===== config.mk =====
export PLATFORM = sky130hd
export DESIGN_NAME = xmtr_flat
export DESIGN_NICKNAME = d
export VERILOG_FILES = /design/src/rtl/xmtr_if.sv /design/src/rtl/xmtr.sv /design/src/flat_wrapper.sv
export SDC_FILE = /design/constraint.sdc
export NUM_CORES = 1
export LEC_CHECK = 0
export CAP_MARGIN = 15
export CORE_MARGIN = 2
export CORE_UTILIZATION = 40
export CTS_BUF_LIST = sky130_fd_sc_hd__clkbuf_4 sky130_fd_sc_hd__clkbuf_8
export DETAILED_ROUTE_END_ITERATION = 16
export GPL_ROUTABILITY_DRIVEN = 0
export HOLD_SLACK_MARGIN = 0.02
export SLEW_MARGIN = 20
export SYNTH_ARGS = -nofsm -noshare
export SYNTH_HDL_FRONTEND = slang
export SYNTH_SLANG_ARGS = --single-unit

===== constraint.sdc =====
create_clock -name clock -period 4.61 [get_ports clock]
set_input_delay 0.6915 -clock clock [delete_from_list [all_inputs] [get_ports clock]]
set_output_delay 0.6915 -clock clock [all_outputs]
set_load 0.05 [all_outputs]

===== src/rtl/xmtr_if.sv =====
// Host-side handshake and serial line of the framed-link transmitter.
// master = host producer, slave = xmtr.
interface xmtr_if;
  logic       load;
  logic [7:0] data_in;
  logic       clear;
  logic       ready;
  logic       busy;
  logic       sent;
  logic       overrun;
  logic       serial_out;

  modport master (output load, data_in, clear,
                  input  ready, busy, sent, overrun, serial_out);
  modport slave  (input  load, data_in, clear,
                  output ready, busy, sent, overrun, serial_out);
endinterface


===== src/rtl/xmtr.sv =====
// Serial frame transmitter: 8-bit MATCH header then 8 data bits, MSB first.
// Define XMTR_HOLD_EN to add a one-entry holding register for back-to-back frames.
module xmtr #(
  parameter logic [7:0] MATCH      = 8'hA5,
  parameter logic       IDLE_LEVEL = 1'b0
) (
  input logic  clock,
  input logic  reset,
  xmtr_if.slave bus
);
  typedef enum logic [1:0] {IDLE, HEAD, BODY} state_t;

  state_t     state, state_n;
  logic [2:0] cnt, cnt_n;
  logic [7:0] shift, shift_n;
  logic       ser, ser_n;
  logic       busy_r, busy_n;
  logic       sent_r, sent_n;
  logic       ovr, ovr_n;
  logic       ready, accept, last_edge;

`ifdef XMTR_HOLD_EN
  logic [7:0] hold, hold_n;
  logic       hold_valid, hold_valid_n;
  assign ready = !hold_valid;
`else
  assign ready = (state == IDLE);
`endif

  assign accept    = bus.load & ready;
  assign last_edge = (state == BODY) && (cnt == 3'd7);

  always_comb begin
    state_n = state;
    cnt_n   = cnt;
    shift_n = shift;
    ser_n   = ser;
    busy_n  = busy_r;
    sent_n  = 1'b0;
    // a rejected load sets overrun even when clear is asserted
    ovr_n   = (ovr & ~bus.clear) | (bus.load & ~ready);
`ifdef XMTR_HOLD_EN
    hold_n       = hold;
    hold_valid_n = hold_valid;
`endif
    case (state)
      IDLE: begin
        if (accept) begin
          shift_n = bus.data_in;
          ser_n   = MATCH[7];
          cnt_n   = 3'd0;
          busy_n  = 1'b1;
          state_n = HEAD;
        end
      end
      HEAD: begin
        cnt_n = cnt + 3'd1;
        if (cnt == 3'd7) begin
          ser_n   = shift[7];
          state_n = BODY;
        end else begin
          ser_n = MATCH[3'd6 - cnt];
        end
      end
      BODY: begin
        cnt_n = cnt + 3'd1;
        if (cnt != 3'd7) begin
          ser_n   = shift[6];
          shift_n = {shift[6:0], 1'b0};
        end else begin
          sent_n  = 1'b1;
          ser_n   = IDLE_LEVEL;
          busy_n  = 1'b0;
          state_n = IDLE;
`ifdef XMTR_HOLD_EN
          // held byte has priority; an empty hold lets a same-edge load bypass it
          if (hold_valid) begin
            shift_n      = hold;
            hold_valid_n = 1'b0;
            ser_n        = MATCH[7];
            busy_n       = 1'b1;
            state_n      = HEAD;
          end else if (accept) begin
            shift_n = bus.data_in;
            ser_n   = MATCH[7];
            busy_n  = 1'b1;
            state_n = HEAD;
          end
`endif
        end
      end
      default: begin
        state_n = IDLE;
        ser_n   = IDLE_LEVEL;
        busy_n  = 1'b0;
      end
    endcase
`ifdef XMTR_HOLD_EN
    if (accept && (state != IDLE) && !last_edge) begin
      hold_n       = bus.data_in;
      hold_valid_n = 1'b1;
    end
`endif
  end

  always_ff @(posedge clock) begin
    if (reset) begin
      state  <= IDLE;
      cnt    <= 3'd0;
      shift  <= 8'd0;
      ser    <= IDLE_LEVEL;
      busy_r <= 1'b0;
      sent_r <= 1'b0;
      ovr    <= 1'b0;
    end else begin
      state  <= state_n;
      cnt    <= cnt_n;
      shift  <= shift_n;
      ser    <= ser_n;
      busy_r <= busy_n;
      sent_r <= sent_n;
      ovr    <= ovr_n;
    end
  end

`ifdef XMTR_HOLD_EN
  always_ff @(posedge clock) begin
    if (reset) begin
      hold       <= 8'd0;
      hold_valid <= 1'b0;
    end else begin
      hold       <= hold_n;
      hold_valid <= hold_valid_n;
    end
  end
`endif

  assign bus.ready      = ready;
  assign bus.busy       = busy_r;
  assign bus.sent       = sent_r;
  assign bus.overrun    = ovr;
  assign bus.serial_out = ser;
endmodule

===== src/flat_wrapper.sv =====
// flat-port wrapper written by rule: the top's interface ports become plain ports
module xmtr_flat 
#(
  parameter logic [7:0] MATCH      = 8'hA5,
  parameter logic       IDLE_LEVEL = 1'b0
)
  (clock, reset, bus_load, bus_data_in, bus_clear, bus_ready, bus_busy, bus_sent, bus_overrun, bus_serial_out);
  xmtr_if bus_i ();
  input logic clock;
  input logic reset;
  input wire logic [$bits(bus_i.load)-1:0] bus_load;
  input wire logic [$bits(bus_i.data_in)-1:0] bus_data_in;
  input wire logic [$bits(bus_i.clear)-1:0] bus_clear;
  output wire logic [$bits(bus_i.ready)-1:0] bus_ready;
  output wire logic [$bits(bus_i.busy)-1:0] bus_busy;
  output wire logic [$bits(bus_i.sent)-1:0] bus_sent;
  output wire logic [$bits(bus_i.overrun)-1:0] bus_overrun;
  output wire logic [$bits(bus_i.serial_out)-1:0] bus_serial_out;
  assign bus_i.load = bus_load;
  assign bus_i.data_in = bus_data_in;
  assign bus_i.clear = bus_clear;
  assign bus_ready = bus_i.ready;
  assign bus_busy = bus_i.busy;
  assign bus_sent = bus_i.sent;
  assign bus_overrun = bus_i.overrun;
  assign bus_serial_out = bus_i.serial_out;
  xmtr #(.MATCH(MATCH), .IDLE_LEVEL(IDLE_LEVEL)) u_core (.clock(clock), .reset(reset), .bus(bus_i));
endmodule

==> results by group <==
Place
  – Hpwl dp: around 1400 um
  – Place WS: approximately 2.3 ns
  – Input/output buffers: 16

CTS
  – Deepest clock path buffer count: 2
  – TritonCTS clock tree: done
  – Setup Buffers After CTS: 0
  – Clk sinks: 17
  – Clock Latency Late Sink: roughly 0.28 ns
  – CTS buffer count: 3
  – Cts hold-fix bufs: 0
  – Cts repair resizes: 0
  – Root Buffer: clkbuf_4
  – Clock Pin Slew Worst Setup and Hold Paths: 0.10 ns
  – H-Tree Depth: 1

Synth
  – Fraction of registers with async set/reset: 0
  – Number of synthesis warnings: 0
  – Sequential fraction of the synthesis area: 0.359
  – Avg Synthesized Cell Area: 9.39 um^2
  – Syn_nets: around 120
  – Yosys top cell area share: 0.359
  – Compound-gate portion of the synthesized area: 0.220
  – Unique masters post-synth: 35
  – Synth area leaders: dfxtp_1 (36%), ha_1 (11%), mux2i_1 (6.3%), a211oi_1 (5.5%), a31oi_1 (5.3%)
  – Mapped Cells: between 100 and 150
  – FF+latch count, synth: 17
  – Largest family of logic cells by synthesized area: compound AO/OA/AOI/OAI gates
  – Post-synth EDFFs: 0
  – Post-synthesis mux area share: 0.0633
  – Synth cell count leaders: dfxtp_1 (17), a31oi_1 (8), ha_1 (8)
  – Post-Synth XOR/XNOR Area: 0.0237
  – Simple logic cell fraction of the synthesized area: 0.174
  – Synth Area in Adders: 0.106
  – Top-count cell post-synth: dfxtp_1
  – Synthesized area: 948 um^2
  – Area leader, netlist: dfxtp_1
  – Ys flop type: dfxtp_1

Finish
  – Register Area: 340 um^2
  – Area growth from synthesis to layout: 20.3%
  – Final nets: between 100 and 150
  – Footprint of the multi-input gates: ~560 um^2
  – # fillers: between 200 and 250
  – N_diodes: 0
  – Share of cells above drive strength 1: 0.0696

Setup path
  – CP max stage cell: clkdlybuf4s50_1
  – Data required, critical path: 3.92 ns
  – Worst R2R Path Depth: 5
  – Slowest stage delay, CP: about 0.84 ns
  – Worst r2r dst: u_core.shift[7]$_SDFFE_PP0P_
  – Worst path bufs/invs: 2
  – WP depth: 3
  – Critical path class: reg2out
  – Critical path endpoint: bus_ready
  – Crit. End Element: primary output
  – R2R Setup Slk: 2.73 ns
  – CP Max Fanout: 7
  – Worst Setup SP: u_core.state[1]$_SDFFE_PP0P_
  – R2r startpoint: u_core.state[0]$_SDFFE_PP0P_
  – Crit-path leading delay family: buffers and inverters
  – CP Data Arrival Time: 1.88 ns
  – Crit path cell chain: inv_1 > ha_1 > clkdlybuf4s50_1
  – Setup crit start kind: flop

Die
  – Row cnt: 17
  – Ports: 17
  – Die Area: 2780 um^2
  – Die width: around 53 um
  – Die height: between 50 and 60 um
  – Starting Density: 0.425
  – Core box area: about 2200 um^2

Pwr
  – LEAKAGE: between 0.4 and 0.5 nW
  – Power Density: around 670 nW/um^2
  – Total power: between 700 and 800 uW
  – Max VDD drop: 0.000309 V

Detailed routing
  – DR pass1 iterations: 4
  – Highest Signal Layer: met4
  – M1 WL: 876 um
  – Detail Route Antenna Nets: 0
  – DRT Wirelength: around 1800 um
  – Via/cell ratio: around 5.5
  – Mean routed wirelength per cell: 12.9 um
  – Routed wl met3: approximately 50 um
  – Routed wl met2: 899 um
  – DRC: 0
  – 1st-iter DRT viols: 12
  – Vias after detailed routing: 789

Timing
  – Min Tclk post-route: ~2.6 ns
  – Final setup fails: 0
  – Final worst slack: slightly above 2 ns
  – Least-Margin Pin Slew: between 0.6 and 0.7 ns
  – Final slew viol count: 0
  – Final setup TNS: 0 ns
  – Final period utilization: 0.559
  – Slew margin rel.: 0.565
  – Final Skew: slightly above 0.006 ns
  – Max Fclk: just under 400 MHz
  – Final Hold Violating Endpoints: 0
  – RSZ-0062 raised after global routing: no

GRT
  – GRT overflow: 0
  – GRT Resource Usage Total: 0.157
  – Vias in the first global route: between 700 and 800
  – Largest net degree at the start of global routing: 19
  – Initial antenna violation count: 0
  – Global-route wire length before repair: between 3000 and 4000 um

Min path
  – Hold Crit Class: reg2reg

Outcome
  – Status: completed

Flow run
  – Max-Cap Viols: 0
cell type report:
| class | instances | area share |
|---|---|---|
| multi-input combinational | 73 | 0.488 |
| sequential | 17 | 0.298 |
| timing repair buffer | 16 | 0.140 |
| tap | 28 | 0.0307 |
| clock buffer | 4 | 0.0263 |
| inverter | 5 | 0.0164 |
metrics by stage:
step | cells | area (um^2) | util | hold WS (ns)
floorplan | 101 | 948 | - | 0.462
global placement | 139 | 1110 | 0.497 | 0.486
detailed placement | 139 | 1110 | 0.497 | 0.486
CTS | 143 | 1140 | 0.511 | 0.507
global route | 143 | 1140 | 0.511 | 0.533
finish | 143 | 1140 | 0.511 | 0.509
worst min path at each step:
stage,from,endpoint,slack (ns),cells after the start
3_3_place_gp,u_core.shift[0]$_SDFFE_PP0P_,u_core.shift[0]$_SDFFE_PP0P_,0.49,2
2_1_floorplan,u_core.shift[0]$_SDFFE_PP0P_,u_core.shift[0]$_SDFFE_PP0P_,0.46,2
4_1_cts,u_core.shift[0]$_SDFFE_PP0P_,u_core.shift[0]$_SDFFE_PP0P_,0.51,2
5_1_grt,u_core.cnt[1]$_SDFFE_PP0P_,u_core.cnt[1]$_SDFFE_PP0P_,0.53,2
6_report,u_core.shift[6]$_SDFFE_PP0P_,u_core.shift[7]$_SDFFE_PP0P_,0.51,2
3_5_place_dp,u_core.shift[0]$_SDFFE_PP0P_,u_core.shift[0]$_SDFFE_PP0P_,0.49,2
flip-flops by register name (all words and copies together), names as in the netlist:
register	cells
u_core.bus.serial_out	1
u_core.bus.overrun	1
u_core.state	2
u_core.cnt	3
u_core.shift	8
u_core.bus.sent	1
u_core.bus.busy	1
power by group:
| group | leakage [nW] | switching, mW | internal (mW) |
|---|---|---|---|
| Sequential | 0.140 | 0.0355 | 0.205 |
| Clock | 0.0184 | 0.0439 | 0.0394 |
| Combinational | 0.277 | 0.251 | 0.187 |
metal layers:
metal,vias up,GRT usage
met2,11,0.271
met1,377,0.195
met4,0,0.0513
li1,399,-
met5,-,0
met3,2,0.0257
cells in the final DEF (no fill, tap or decap), types with 2 or more instances in the layout:
cell type / n
dfxtp_1: 17
clkdlybuf4s50_1: 16
a31oi_1: 8
ha_1: 8
a211oi_1: 7
mux2i_1: 6
o21ai_0: 6
inv_1: 5
a21oi_1: 5
nor2_1: 4
clkbuf_4: 4
nand2b_1: 3
nor2b_1: 2
and2_1: 2
nand2_1: 2
or2_2: 2
nand4b_1: 2
cells by family after synthesis:
kind of cell,after synthesis
fa+ha+maj,8
simple gates,26
xor+xnor,1
flops,17
compound gates,32
mux,6
buf+inv,11
worst reg2reg max path, cell delays in order, from the launching register on:
cell      delay, ns
dfxtp_1        0.39
inv_1          0.10
ha_1           0.41
and2_1         0.26
nor3_2         0.43
a311oi_1       0.15
(Power assumes the default switching activity.)
